`config.mk`:
```
export PLATFORM = sky130hd
export DESIGN_NAME = pipeline_control_flat
export DESIGN_NICKNAME = d
export VERILOG_FILES = /design/src/rtl/control_pkg.sv /design/src/rtl/pipeline_control_if.sv /design/src/rtl/control_decoder.sv /design/src/rtl/pipeline_control.sv /design/src/flat_wrapper.sv
export SDC_FILE = /design/constraint.sdc
export NUM_CORES = 1
export LEC_CHECK = 0
export ABC_AREA = 1
export CAP_MARGIN = 20
export CORE_UTILIZATION = 45
export CTS_CLUSTER_DIAMETER = 60
export CTS_CLUSTER_SIZE = 30
export DETAILED_ROUTE_END_ITERATION = 12
export GPL_TIMING_DRIVEN = 0
export PLACE_DENSITY = 0.92
export SLEW_MARGIN = 30
export SYNTH_ARGS = -nofsm -noshare
export SYNTH_HDL_FRONTEND = slang
export SYNTH_HIERARCHICAL = 1
export SYNTH_SLANG_ARGS = --single-unit
```
`constraint.sdc`:
```
create_clock -name clk -period 1.4 [get_ports clk]
set_input_delay 0.28 -clock clk [delete_from_list [all_inputs] [get_ports clk]]
set_output_delay 0.28 -clock clk [all_outputs]
set_load 0.01 [all_outputs]
```
`src/rtl/control_pkg.sv`:
```
// rtl/control_pkg.sv - shared widths, opcodes, control words and stage types
package control_pkg;
   localparam int WB_W   = 2;
   localparam int MEM_W  = 3;
   localparam int CALC_W = 4;

   localparam int OP_NOP    = 0;
   localparam int OP_ALU    = 1;
   localparam int OP_LOAD   = 2;
   localparam int OP_STORE  = 3;
   localparam int OP_BRANCH = 4;
   localparam int OP_MUL    = 5;

   typedef struct packed {
      logic [WB_W-1:0]   wb;
      logic [MEM_W-1:0]  mem;
      logic [CALC_W-1:0] calc;
   } ctrl_word_t;

   localparam ctrl_word_t CW_NOP    = '{wb: 2'b00, mem: 3'b000, calc: 4'b0000};
   localparam ctrl_word_t CW_ALU    = '{wb: 2'b01, mem: 3'b000, calc: 4'b0001};
   localparam ctrl_word_t CW_LOAD   = '{wb: 2'b11, mem: 3'b001, calc: 4'b0010};
   localparam ctrl_word_t CW_STORE  = '{wb: 2'b00, mem: 3'b010, calc: 4'b0010};
   localparam ctrl_word_t CW_BRANCH = '{wb: 2'b00, mem: 3'b000, calc: 4'b0100};
   localparam ctrl_word_t CW_MUL    = '{wb: 2'b01, mem: 3'b000, calc: 4'b1000};

   typedef struct packed {
      ctrl_word_t ctrl;
      logic       illegal;
   } ex_stage_t;

   typedef struct packed {
      logic [WB_W-1:0]  wb;
      logic [MEM_W-1:0] mem;
   } mem_stage_t;

   typedef struct packed {
      logic [WB_W-1:0] wb;
   } wb_stage_t;

   localparam ex_stage_t EX_BUBBLE = '0;
endpackage

```
`src/rtl/pipeline_control_if.sv`:
```
// rtl/pipeline_control_if.sv - decode-side handshake and stage control outputs
interface pipeline_control_if #(parameter int OP_W = 6);
   import control_pkg::*;

   logic [OP_W-1:0]   opCode;
   logic              instrValid;
   logic              stall;
   logic              flush;
   logic              busy;
   logic [CALC_W-1:0] exCalculationControl;
   logic [MEM_W-1:0]  memMemAccessControl;
   logic [WB_W-1:0]   memWriteBackControl;
   logic [WB_W-1:0]   wbWriteBackControl;
   logic              exIllegalOp;

   modport master (
      output opCode, instrValid, stall, flush,
      input  busy, exCalculationControl, memMemAccessControl,
             memWriteBackControl, wbWriteBackControl, exIllegalOp
   );

   modport slave (
      input  opCode, instrValid, stall, flush,
      output busy, exCalculationControl, memMemAccessControl,
             memWriteBackControl, wbWriteBackControl, exIllegalOp
   );
endinterface

```
`src/rtl/control_decoder.sv`:
```
// rtl/control_decoder.sv - opcode to control word, flags undefined opcodes
module control_decoder
   import control_pkg::*;
#(
   parameter int OP_W = 6
) (
   input  logic [OP_W-1:0] op_code,
   output ctrl_word_t      ctrl,
   output logic            illegal
);
   always_comb begin
      ctrl    = CW_NOP;
      illegal = 1'b0;
      case (op_code)
         OP_W'(OP_NOP):    ctrl = CW_NOP;
         OP_W'(OP_ALU):    ctrl = CW_ALU;
         OP_W'(OP_LOAD):   ctrl = CW_LOAD;
         OP_W'(OP_STORE):  ctrl = CW_STORE;
         OP_W'(OP_BRANCH): ctrl = CW_BRANCH;
         OP_W'(OP_MUL):    ctrl = CW_MUL;
         default:          illegal = 1'b1;
      endcase
   end
endmodule

```
`src/rtl/pipeline_control.sv`:
```
// rtl/pipeline_control.sv - EX/MEM/WB control pipeline; CONTROL_MULTICYCLE_EN enables multi-cycle MUL
module pipeline_control
   import control_pkg::*;
#(
   parameter int OP_W       = 6,
   parameter int MUL_CYCLES = 4
) (
   input logic               clk,
   input logic               reset,
   pipeline_control_if.slave bus
);
`ifdef CONTROL_MULTICYCLE_EN
   localparam bit MULTICYCLE = 1'b1;
`else
   localparam bit MULTICYCLE = 1'b0;
`endif

   ctrl_word_t dec_ctrl;
   logic       dec_illegal;
   logic       accept;
   logic       hold;
   ex_stage_t  ex_q, ex_d;
   mem_stage_t mem_q, mem_d;
   wb_stage_t  wb_q;

   control_decoder #(.OP_W(OP_W)) u_decoder (
      .op_code (bus.opCode),
      .ctrl    (dec_ctrl),
      .illegal (dec_illegal)
   );

   assign accept = bus.instrValid && !bus.stall && !bus.flush;

   // While a multiply holds EX, decode inputs are ignored and MEM receives bubbles.
   always_comb begin
      ex_d  = EX_BUBBLE;
      mem_d = '{wb: ex_q.ctrl.wb, mem: ex_q.ctrl.mem};
      if (hold) begin
         ex_d  = ex_q;
         mem_d = '0;
      end else if (accept) begin
         ex_d.ctrl    = dec_ctrl;
         ex_d.illegal = dec_illegal;
      end
   end

   always_ff @(posedge clk) begin
      if (reset) begin
         ex_q  <= '0;
         mem_q <= '0;
         wb_q  <= '0;
      end else begin
         ex_q    <= ex_d;
         mem_q   <= mem_d;
         wb_q.wb <= mem_q.wb;
      end
   end

   // A MUL is recognised by its unique calc field; the counter counts remaining extra EX cycles.
   generate
      if (MULTICYCLE && MUL_CYCLES > 1) begin : g_mul_cnt
         localparam int CNT_W = $clog2(MUL_CYCLES);
         logic [CNT_W-1:0] cnt_q;

         assign hold = (ex_q.ctrl.calc == CW_MUL.calc) && (cnt_q != '0);

         always_ff @(posedge clk) begin
            if (reset)
               cnt_q <= '0;
            else if (hold)
               cnt_q <= cnt_q - CNT_W'(1);
            else if (ex_d.ctrl.calc == CW_MUL.calc)
               cnt_q <= CNT_W'(MUL_CYCLES - 1);
            else
               cnt_q <= '0;
         end
      end else begin : g_no_cnt
         assign hold = 1'b0;
      end
   endgenerate

   assign bus.busy                 = hold;
   assign bus.exCalculationControl = ex_q.ctrl.calc;
   assign bus.exIllegalOp          = ex_q.illegal;
   assign bus.memMemAccessControl  = mem_q.mem;
   assign bus.memWriteBackControl  = mem_q.wb;
   assign bus.wbWriteBackControl   = wb_q.wb;
endmodule

```
`src/flat_wrapper.sv`:
```
// flat-port wrapper written by rule: the top's interface ports become plain ports
module pipeline_control_flat import control_pkg::*;
#(
   parameter int OP_W       = 6,
   parameter int MUL_CYCLES = 4
)
  (clk, reset, bus_opCode, bus_instrValid, bus_stall, bus_flush, bus_busy, bus_exCalculationControl, bus_memMemAccessControl, bus_memWriteBackControl, bus_wbWriteBackControl, bus_exIllegalOp);
  pipeline_control_if #(.OP_W(OP_W)) bus_i ();
  input logic clk;
  input logic reset;
  input wire logic [$bits(bus_i.opCode)-1:0] bus_opCode;
  input wire logic [$bits(bus_i.instrValid)-1:0] bus_instrValid;
  input wire logic [$bits(bus_i.stall)-1:0] bus_stall;
  input wire logic [$bits(bus_i.flush)-1:0] bus_flush;
  output wire logic [$bits(bus_i.busy)-1:0] bus_busy;
  output wire logic [$bits(bus_i.exCalculationControl)-1:0] bus_exCalculationControl;
  output wire logic [$bits(bus_i.memMemAccessControl)-1:0] bus_memMemAccessControl;
  output wire logic [$bits(bus_i.memWriteBackControl)-1:0] bus_memWriteBackControl;
  output wire logic [$bits(bus_i.wbWriteBackControl)-1:0] bus_wbWriteBackControl;
  output wire logic [$bits(bus_i.exIllegalOp)-1:0] bus_exIllegalOp;
  assign bus_i.opCode = bus_opCode;
  assign bus_i.instrValid = bus_instrValid;
  assign bus_i.stall = bus_stall;
  assign bus_i.flush = bus_flush;
  assign bus_busy = bus_i.busy;
  assign bus_exCalculationControl = bus_i.exCalculationControl;
  assign bus_memMemAccessControl = bus_i.memMemAccessControl;
  assign bus_memWriteBackControl = bus_i.memWriteBackControl;
  assign bus_wbWriteBackControl = bus_i.wbWriteBackControl;
  assign bus_exIllegalOp = bus_i.exIllegalOp;
  pipeline_control #(.OP_W(OP_W), .MUL_CYCLES(MUL_CYCLES)) u_core (.clk(clk), .reset(reset), .bus(bus_i));
endmodule
```
# Word level (Yosys, flattened, before mapping)
# Index checks and enable logic that the tools add are counted.
# word_totals
romBits	0
ff_bits	17
mem_count	0
latch_bits	0
output_inout_bits	13
ramBits	0
word_cells	22
# classes
eq_ne	5
n_bitwise	1
mul	0
addsub	0
mux	2
n_div	0
shifts	0
reduce_logical	7
magnitude_cmp	0
# ops
op	count
one-hot mux 9 bit (5 select lines)	1
equality test 6 x 2 -> 1 bit, second input constant	2
equality test 6 x 3 -> 1 bit, second input constant	2
equality test 6 x 1 -> 1 bit, second input constant	1
logical NOT 6 bit	1
OR reduction 6 bit	1
logical AND 1 bit	2
logical NOT 1 bit	2
OR reduction 2 bit	1
2-to-1 mux 1 bit	1
inverter 1 bit	1

# Depth between registers and ports, before layout
# Gate-level depths: netlist (run 1).
# logic_depth
ltp_word	5
ltp_mapped	7

# Hierarchy
# Netlist (run 1), hierarchy kept.
# modules_own_cells
module	area_per_inst_um2	instances	cells_each
pipeline_control	550.5	1	62
control_decoder	132.6	1	25

# Worst setup path after synthesis (run 1)
# No wires, ideal clock.
# synth_timing
path_type	input to register
start	input port bus_opCode[2]
end	register u_core/ex_q[9] (netlist name)
t_required_ns	1.335
setup_slack_ns	0.549
path_stages	6
arrival_time_ns	0.786
setup_ns	0.065
n_path_buf	1
path_cell_list	nor2_1 nand3_1 inv_1 buf_4 inv_1 nor2_1
# synth_lines
item	line_no	text
from (decl)	flat_wrapper.sv:11	input wire logic [$bits(bus_i.opCode)-1:0] bus_opCode;
to (signal assigned)	pipeline_control.sv:49	ex_q <= '0;
to (signal assigned)	pipeline_control.sv:53	ex_q <= ex_d;
to (decl)	pipeline_control.sv:22	ex_stage_t ex_q, ex_d;

# Final worst setup path (run 1)
# layout_timing
start	register u_core.ex_q (netlist bit u_core/bus.exCalculationControl[0])
end	output port bus_exCalculationControl[0]
# layout_lines
item	line_no	text
to (decl)	flat_wrapper.sv:16	output wire logic [$bits(bus_i.exCalculationControl)-1:0] bus_exCalculationControl;
# No word-level cell between the ends.

==> reports/results.md, run 1 <==
- 912.1 um2 — area of placed instances
- u_core/bus.memWriteBackControl[1]$_SDFF_PP0_ — Min-Delay Endpoint
- reg2out — WS Path Type
- 3 — number of buffers added by the clock tree synthesis step
- 924.6 um2 — final design area excluding fillers
- 13.33% — overall track demand over capacity in global routing
- clkbuf_4 — Root Buffer
- 0.4746 ps — Worst Clk Skew
- primary output — endpoint kind of the worst setup timing path
- 15 — distinct cell type count of the synthesized netlist
- flop — element type at the critical path start
- 49.82% — share of the synthesized area in the top cell type
- 17 — TritonCTS Sinks
- 2 — 1st-pass router iterations
- 1120 ps — worst path required time
- 2 — Hold Path Stages
- -14.50 ps — dpl ws
- 68.49% — core utilization of the finished layout
- 7.394 um — wire per inst
- 900 ps — flop-to-flop setup slack
- 1678 um2 — total die area
- 0 — antenna-violating nets left
- 24 — total I/O pin count
- 1350 um2 — standard cell core area
- 0.4755 nW — cell leakage power
- 1 — depth of the CTS H-tree
- 810.5 uW — overall power of the completed layout
- 0 — endpoints failing setup
- 0% — multiplexer share of the synthesized area
- 127 — fin cells
- 7 — first-iteration detailed-routing DRC count
- 1.099% — compound-cell area share of the yosys netlist
- 0 — max capacitance violation total
- u_core/bus.memWriteBackControl[1]$_SDFF_PP0_ — source of the worst register-to-register timing path
- dfxtp_1 50%, inv_1 13%, nor2_1 11% — top post-synthesis cells by area
- 876.6 nW/um2 — total power per unit cell area
- 0 — initial antenna violation count
- 35.35% — area growth from synthesis to final layout
- 2 — buffers from clock root to sink, at most
- 0 — antenna diode instance count
- 24.91% — fraction of the mapped netlist area in simple logic gates
- 181.1 ps — worst hold margin
- 0 — CTS Hold Buffers Added
- 98 — number of nets in the synthesized netlist
- 980 ps — Critical Path AT
- 90 ps — clock input transition at the sequential cells of the worst setup and hold paths
- 0 — Max Slew Vio Count
- 761.9 um — estimated wirelength of the detail-placed design
- 0.0004431 V — worst voltage drop across the vdd grid
- 280 ps — later-pin clock latency in the skew report
- 0 ps — Setup TNS
- 6 — count of yosys warnings during synthesis
- 50.60% — Starting Density
- 40.97 um — die extent in x
- 7.852 um2 — Synth Area per Inst
- 21 — Port Buf Inserts
- 40.97 um — Die Y
- 939 um — Detailed Route WL
- 525 — total vias in the final route
- dfxtp_1 — library cell with the largest summed area after synthesis
- 0 — sum of overflow across all layers after global routing
- 1.400 mm — global-route wire length before repair
- simple AND/OR/NAND/NOR gates — largest family of logic cells by synthesized area
- 87 — gate count after technology mapping
- 0 — number of endpoints with negative hold slack in the final report
- no — unrepaired setup endpoints after global routing
- finished clean — result of the run
- 123 — number of placed instances, taps included
- 145.0 ps — slack of the critical path
- 1255 ps — minimum period implied by the final worst setup slack
- 89.65% — period utilization
- 124 — final layout net count
- 0.7163 — placer's final routability congestion estimate
- 13 — row cnt
- 400 — vias in the first global route
- 1 — Crit Path Max Fanout
- 11 — pin count of the biggest net entering global routing
- 2 — Worst Reg-to-Reg Cells
- u_core/bus.wbWriteBackControl[1]$_SDFF_PP0_ — capture instance of the worst register-to-register path
- 4.134 — post-DR vias/cell
- 0% — adder and majority cell fraction of the synthesized area
- reset — Hold Startpoint
- 49.82% — sequential share of the synthesized area
- 0.7968 GHz — maximum clock frequency
- 0 — DRC errors left
- 18.75% — fraction of final layout cells sized beyond drive strength 1
- 683.2 um2 — Post-Syn Area
- 17 — total of flip-flops plus latches after synthesis
- in2reg — hold crit path type
- done — clock tree from TritonCTS
- 0% — post-synthesis xor/xnor area fraction
[placed cells by master (no fill, tap or decap)]
master	count
clkbuf_4	3
nor2_2	3
inv_1	23
nor3_1	1
nand2_1	2
conb_1	2
nand3_1	4
clkinv_2	1
inv_2	2
nor2_4	2
buf_6	1
nor2_1	20
dfxtp_1	17
clkdlybuf4s50_1	9
nand2_4	1
nor3_2	1
dlygate4sd2_1	12
o211ai_1	1
buf_4	7
[worst max-delay path, cell delays in order (launching register included)]
cell and delay [ps]:
dfxtp_1 310, buf_4 120, dlygate4sd2_1 270
[state kept, by name, summed over array words and instances, names as in the netlist]
register and cells:
u_core/bus.wbWriteBackControl 2, u_core/bus.memMemAccessControl 3, u_core/bus.exIllegalOp 1, u_core/bus.exCalculationControl 4, u_core/ex_q 5, u_core/bus.memWriteBackControl 2
[where the power goes]
group / total (mW) / leakage [nW] / switching [mW] / internal (mW)
clock: 0.250 / 0.0177 / 0.144 / 0.106
combinational: 0.0749 / 0.321 / 0.0348 / 0.0400
sequential: 0.485 / 0.137 / 0.000391 / 0.485
total: 0.811 / 0.476 / 0.179 / 0.631
[cells by family (layout without fill, tap and decap cells)]
family,Yosys count,in the layout
AND/OR/NAND/NOR,34,34
AO/OA/AOI/OAI,1,1
buffers and inverters,33,58
flip-flops,17,17
other,2,2
[worst max path at each step]
| stage | startpoint | to | slack [ps] | depth (start not counted) |
|---|---|---|---|---|
| after floorplan | bus_opCode[2] | u_core/ex_q[9]$_SDFF_PP0_ | 550 | 6 |
| after global placement | bus_opCode[1] | u_core/ex_q[9]$_SDFF_PP0_ | 20 | 8 |
| after detailed placement | bus_opCode[1] | u_core/ex_q[9]$_SDFF_PP0_ | -10 | 8 |
| after CTS | u_core/bus.exCalculationControl[2]$_SDFF_PP0_ | bus_exCalculationControl[2] | 120 | 2 |
| after global routing | u_core/bus.exCalculationControl[0]$_SDFF_PP0_ | bus_exCalculationControl[0] | 100 | 2 |
| final | u_core/bus.exCalculationControl[0]$_SDFF_PP0_ | bus_exCalculationControl[0] | 140 | 2 |
[repair_timing]
| item | 4_1_cts | 5_1_grt |
|---|---|---|
| setup buffers | 0 | 0 |
| gates resized for setup | 12 | 0 |
| endpoints found under the hold margin | 0 | 0 |
| endpoints found under the setup margin | 12 | 0 |
[layout make-up]
class / instances / area, um2
clock buffers: 3 / 22.52
fillers: 121 / 425.4
flip-flops and latches: 17 / 340.3
inverters: 25 / 93.84
plain buffers: 8 / 63.81
multi-input cells: 37 / 185.2
repair buffers: 21 / 195.2
clock inverters: 1 / 5.005
well taps: 15 / 18.77
[per-layer routing]
metal	share of wire [%]	up-vias	track usage (%)	routed length, um
met4	0	0	12.50	0
met3	6.9	0	3.261	65
met1	40	224	13.29	378
met5	0	-	0	0
met2	53	17	22.27	496
li1	-	284	-	-
[synth_stat cells]
| library cell | count |
|---|---|
| dfxtp_1 | 17 |
| nand2_4 | 1 |
| nor2_4 | 2 |
| nand2_1 | 2 |
| buf_6 | 1 |
| buf_4 | 7 |
| conb_1 | 2 |
| nor3_2 | 1 |
| o211ai_1 | 1 |
| nor3_1 | 1 |
| nor2_2 | 3 |
| nand3_1 | 4 |
| nor2_1 | 20 |
| inv_2 | 2 |
| inv_1 | 23 |
(Power assumes the default switching activity.)
==> inputs of run 2 (changes only) <==
- CORE_MARGIN: not set -> 2
==> reports/results.md, run 2 (synthesis results as in run 1) <==
- 0 — endpoints failing setup, unchanged
- 17 — TritonCTS Sinks, unchanged
- primary output — endpoint kind of the worst setup timing path
- 1846 um2 — total die area, +10%
- 46.43% — Starting Density, -4.2 points
- 11 — pin count of the biggest net entering global routing, unchanged
- 0 — initial antenna violation count, unchanged
- 9.3% — combinational power share, about the same
- 340.3 um2 — FF/Latch Area, unchanged
- 21.43% — Sw Ratio, -0.70 points
- 30.7% — clock network fraction of total power, -0.2 points
- 17.86% — fraction of final layout cells sized beyond drive strength 1, -0.89 points
- no — unrepaired setup endpoints after global routing
- 4 — 1st-pass router iterations, +2
- 1120 ps — worst path required time, about the same
- 1 — depth of the CTS H-tree, unchanged
- 145.5 ps — slack of the critical path, +0.5760 ps
- 970 ps — Critical Path AT, about the same
- 0 — number of endpoints with negative hold slack in the final report, unchanged
- clkbuf_4 — Root Buffer
- 24 — total I/O pin count, unchanged
- 60.0% — sequential cell fraction of total power, about the same
- 1471 um2 — standard cell core area, +9.0%
- 3 — number of buffers added by the clock tree synthesis step, unchanged
- 0 — antenna-violating nets left, unchanged
- 8.328 um — wire per inst, +13%
- 13.20% — overall track demand over capacity in global routing, -0.13 points
- 874.9 nW/um2 — total power per unit cell area, -0.19%
- 62.84% — core utilization of the finished layout, -5.6 points
- 89.60% — period utilization, about the same
- 0 — buffers inserted by post-CTS timing repair, unchanged
- 1 — first-iteration detailed-routing DRC count, -6
- 90 ps — clock input transition at the sequential cells of the worst setup and hold paths, about the same
- reg2out — WS Path Type
- 483 — vias in the first global route, +21%
- 1254 ps — minimum period implied by the final worst setup slack, -0.5760 ps
- 14 — row cnt, +1
- 0 ps — Setup TNS, unchanged
- in2reg — hold crit path type
- 185.2 um2 — footprint of the multi-input gates, unchanged
- 21 — Port Buf Inserts, unchanged
- 124 — number of placed instances, taps included, +0.81%
- 1.066 mm — Detailed Route WL, +14%
- -35.24 ps — dpl ws, -20.74 ps
- 1 — Crit Path Max Fanout, unchanged
- 42.97 um — Die Y, +4.9%
- 551 — total vias in the final route, +5.0%
- 280 ps — later-pin clock latency in the skew report, about the same
- 4.305 — post-DR vias/cell, +4.1%
- 42.97 um — die extent in x, +4.9%
- 124 — final layout net count, unchanged
- flop — element type at the critical path start
- 128 — fin cells, +0.79%
- 906.1 um — estimated wirelength of the detail-placed design, +19%
- u_core/ex_q — Largest Register
- 23 x inv_1, 20 x nor2_1, 17 x dfxtp_1 — leading cell types in the layout, fill and taps excluded
- 1.745 mm — global-route wire length before repair, +25%
- 0 — Max Slew Vio Count, unchanged
- 183.9 ps — worst hold margin, +2.782 ps
- 0 — max capacitance violation total, unchanged
- 2.454 ps — Worst Clk Skew, +1.979 ps
- done — clock tree from TritonCTS
- inv_1 — most frequent standard cell in the layout excluding fill and tap cells
- 0.7972 GHz — maximum clock frequency, about the same
- 635.6 uW — internal power, +0.71%
- 0 — antenna diode instance count, unchanged
- 173.4 uW — switching power total, -3.4%
- 35.35% — area growth from synthesis to final layout, unchanged
- 5 — number of flip-flops under the largest register name, unchanged
- 0 — DRC errors left, unchanged
- 0.7193 — placer's final routability congestion estimate, +0.42%
- finished clean — result of the run
- 0.0005583 V — worst voltage drop across the vdd grid, +26%
- 144 — Filler cells, +19%
- 0.4728 nW — cell leakage power, -0.57%
- 2 — buffers from clock root to sink, at most, unchanged
- 0 — sum of overflow across all layers after global routing, unchanged
## run 2: cell count changes in the layout (fill, tap and decap cells not counted), sizes merged
cell / before / now
clkbuf: 3 / 4
clkinv: 1 / 0
## run 2: final cells by class
type | instances | share of cell area (%)
Buffer | 8 | 6.901
Clock buffer | 4 | 2.842
Inverter | 25 | 10.15
Multi-Input combinational cell | 37 | 20.03
Sequential cell | 17 | 36.81
Tap cell | 16 | 2.165
Timing Repair Buffer | 21 | 21.11
## run 2: metrics by stage
stage,instance area [um2],total power [mW]
global route,924.6,0.8545
finish,924.6,0.8090
detailed placement,913.4,0.5732
CTS,924.6,0.8198
global placement,913.4,0.5703
floorplan,683.2,0.5349
## run 2: repair_timing
item / 4_1_cts / 5_1_grt
hold buffers: 0 / 0
resized for setup: 12 / 0
endpoints found under the setup margin: 12 / 0
## run 2: final timing paths
| path | endpoint | cells past startpoint | from | slack, ps |
|---|---|---|---|---|
| setup / recovery | bus_exCalculationControl[1] | 2 | u_core/bus.exCalculationControl[1]$_SDFF_PP0_ | 150 |
| hold reg to reg | u_core/bus.memWriteBackControl[0]$_SDFF_PP0_ | 2 | u_core/ex_q[8]$_SDFF_PP0_ | 400 |
| setup reg to reg | u_core/bus.wbWriteBackControl[0]$_SDFF_PP0_ | 2 | u_core/bus.memWriteBackControl[0]$_SDFF_PP0_ | 890 |
| hold / removal | u_core/bus.memWriteBackControl[1]$_SDFF_PP0_ | 2 | reset | 180 |
## run 2: layer usage
layer,global-route usage (%),part of all wire [%],vias up
met5,0,0,-
met4,7.273,1.6,0
met3,4.255,9.6,2
met2,27.58,56,20
met1,9.840,33,245
li1,-,-,284
## run 2: power groups by stage
| stage | sequential [mW] | clock [mW] | combinational, mW |
|---|---|---|---|
| floorplan | 0.497 | 0 | 0.0374 |
| global placement | 0.497 | 0 | 0.0734 |
| detailed placement | 0.497 | 0 | 0.0763 |
| CTS | 0.486 | 0.259 | 0.0755 |
| global route | 0.486 | 0.287 | 0.0814 |
| finish | 0.485 | 0.249 | 0.0750 |
## run 2: worst max-delay path, cell delays in order, from the launching register on
cell           delay [ps]
dfxtp_1               310
buf_4                 110
dlygate4sd2_1         270
==> edit, RTL diff (flow settings as in run 2) <==
`OP_W` is set to 6 in 4 places; all go to 12.
--- a/src/rtl/pipeline_control_if.sv
+++ b/src/rtl/pipeline_control_if.sv
@@ -1,3 +1,3 @@
 // rtl/pipeline_control_if.sv - decode-side handshake and stage control outputs
-interface pipeline_control_if #(parameter int OP_W = 6);
+interface pipeline_control_if #(parameter int OP_W = 12);
    import control_pkg::*;
--- a/src/rtl/control_decoder.sv
+++ b/src/rtl/control_decoder.sv
@@ -4,3 +4,3 @@
 #(
-   parameter int OP_W = 6
+   parameter int OP_W = 12
 ) (
--- a/src/rtl/pipeline_control.sv
+++ b/src/rtl/pipeline_control.sv
@@ -4,3 +4,3 @@
 #(
-   parameter int OP_W       = 6,
+   parameter int OP_W       = 12,
    parameter int MUL_CYCLES = 4
--- a/src/flat_wrapper.sv
+++ b/src/flat_wrapper.sv
@@ -3,3 +3,3 @@
 #(
-   parameter int OP_W       = 6,
+   parameter int OP_W       = 12,
    parameter int MUL_CYCLES = 4
Interface: changed (resized bus_opCode); port bits go from 24 to 30. No check against the original RTL was run, so the function may have changed too.
==> edit against run 2 <==
Critical path depth stayed put. Sequential power about the same. First-iteration DRC count rose to 3.0 times the old value. Final area rose by 13%. Area after synthesis up 8.8%. Wire length rose by 7.3%. Cell count grew 17%. Total power up 1.3%. Via count grew 13%. Setup slack worse by 3.1 ps. Sequential cell count is the same. Synthesized cell count is 18% higher. Hold slack worse by 1.6 ps. Critical endpoint unchanged. Largest cell class unchanged.
==> edit: results (changes against run 2) <==
Parameter                              Value

Placed design
  Routability Congestion ... 0.756 (was 0.719)
  Port-buffer cells ... 27 (was 21)
  Cells after DPL ... 146 (was 124)
  Final HPWL from detailed placement ... 983 um (was 906 um)

Worst setup path
  Launch point of the worst reg-to-reg path ... u_core/bus.memWriteBackControl[1] (was u_core/bus.memWriteBackControl[0])
  Internal reg-to-reg setup slack ... 910 ps (was 890 ps)

Drt
  Mean routed wirelength per cell ... 7.63 um (was 8.33 um)
  Detailed Route Iter0 Violations ... 3 (was 1)
  Final WL ... 1140 um (was 1070 um)
  Detailed route wirelength on metal2 ... 636 um (was 592 um)
  Total via count in the routed design ... 625 (was 551)
  Routed length on met1 ... 411 um (was 354 um)
  Met3 wire len ... 96 um (was 102 um)

Layout
  Share of post-route cells with drive strength above 1 ... 13.4% (was 17.9%)
  Filler Cell Count ... 146 (was 144)

Logic synthesis
  Register area share after synthesis ... 45.8% (was 49.8%)
  Ranking of synthesized cells by instance count ... sky130_fd_sc_hd__nor2_1, sky130_fd_sc_hd__inv_1, sky130_fd_sc_hd__dfxtp_1 (was sky130_fd_sc_hd__inv_1, sky130_fd_sc_hd__nor2_1, sky130_fd_sc_hd__dfxtp_1)
  Most used standard cell by instance count after synthesis ... sky130_fd_sc_hd__nor2_1 (was sky130_fd_sc_hd__inv_1)
  Top area cells in the synthesized netlist ... sky130_fd_sc_hd__dfxtp_1, sky130_fd_sc_hd__nor2_1, sky130_fd_sc_hd__inv_1 (was sky130_fd_sc_hd__dfxtp_1, sky130_fd_sc_hd__inv_1, sky130_fd_sc_hd__nor2_1)

Global route
  Global routing met2 resource utilization ... 26.1% (was 27.6%)
  Global-route wire length before repair ... 1840 um (was 1750 um)
  M3 GR Usage ... 2.86% (was 4.26%)
  Combined global-route utilization of all metal layers ... 12.9% (was 13.2%)
  Global-route met1 utilization ... 11.0% (was 9.84%)
  Number of global-route vias before repair ... 524 (was 483)

STA
  Worst Skew ... 4.43 ps (was 2.45 ps)
  Tightest hold margin ... 182 ps (was 184 ps)

Pwr
  Power consumed by combinational cells ... 85.6 uW (was 75.0 uW)
  Worst-case vdd ir drop ... 0.438 mV (was 0.558 mV)
  Internal cell power ... 649 uW (was 636 uW)
  P_leak ... 0.000577 uW (was 0.000473 uW)

Run status
  Outcome ... finished clean (unchanged)

Hold path
  Capture endpoint of the worst hold path ... u_core/bus.memMemAccessControl[0] (was u_core/bus.memWriteBackControl[1])
==> edit: changes by cell type after synthesis, sizes merged <==
| cell | run 2 | this run |
|---|---|---|
| nand2 | 3 | 16 |
| nor2 | 25 | 31 |
| nand3 | 4 | 2 |
| nor3 | 2 | 0 |
| inv | 25 | 26 |
| o211ai | 1 | 0 |
| or2 | 0 | 1 |
==> edit: through the flow <==
stage                     power, uW  setup slack, ps  TNS [ps]  utilization, %  area [sq um]
after floorplan                 533              357         0               -           743
after global placement          580             -104      -272            67.8          1030
after detailed placement        583             -132      -481            67.8          1030
after CTS                       832              122         0            68.6          1040
after global routing            859             84.0         0            68.6          1040
final                           820              142         0            68.6          1040
==> edit: area by class of cell <==
type	instances	area (sq um)	share of cell area [%]
flip-flops and latches	17	340	32.6
repair buffers	27	255	24.4
multi-input cells	52	241	23.1
inverters	26	97.6	9.34
plain buffers	8	63.8	6.11
clock buffers	4	26.3	2.51
well taps	16	20.0	1.92
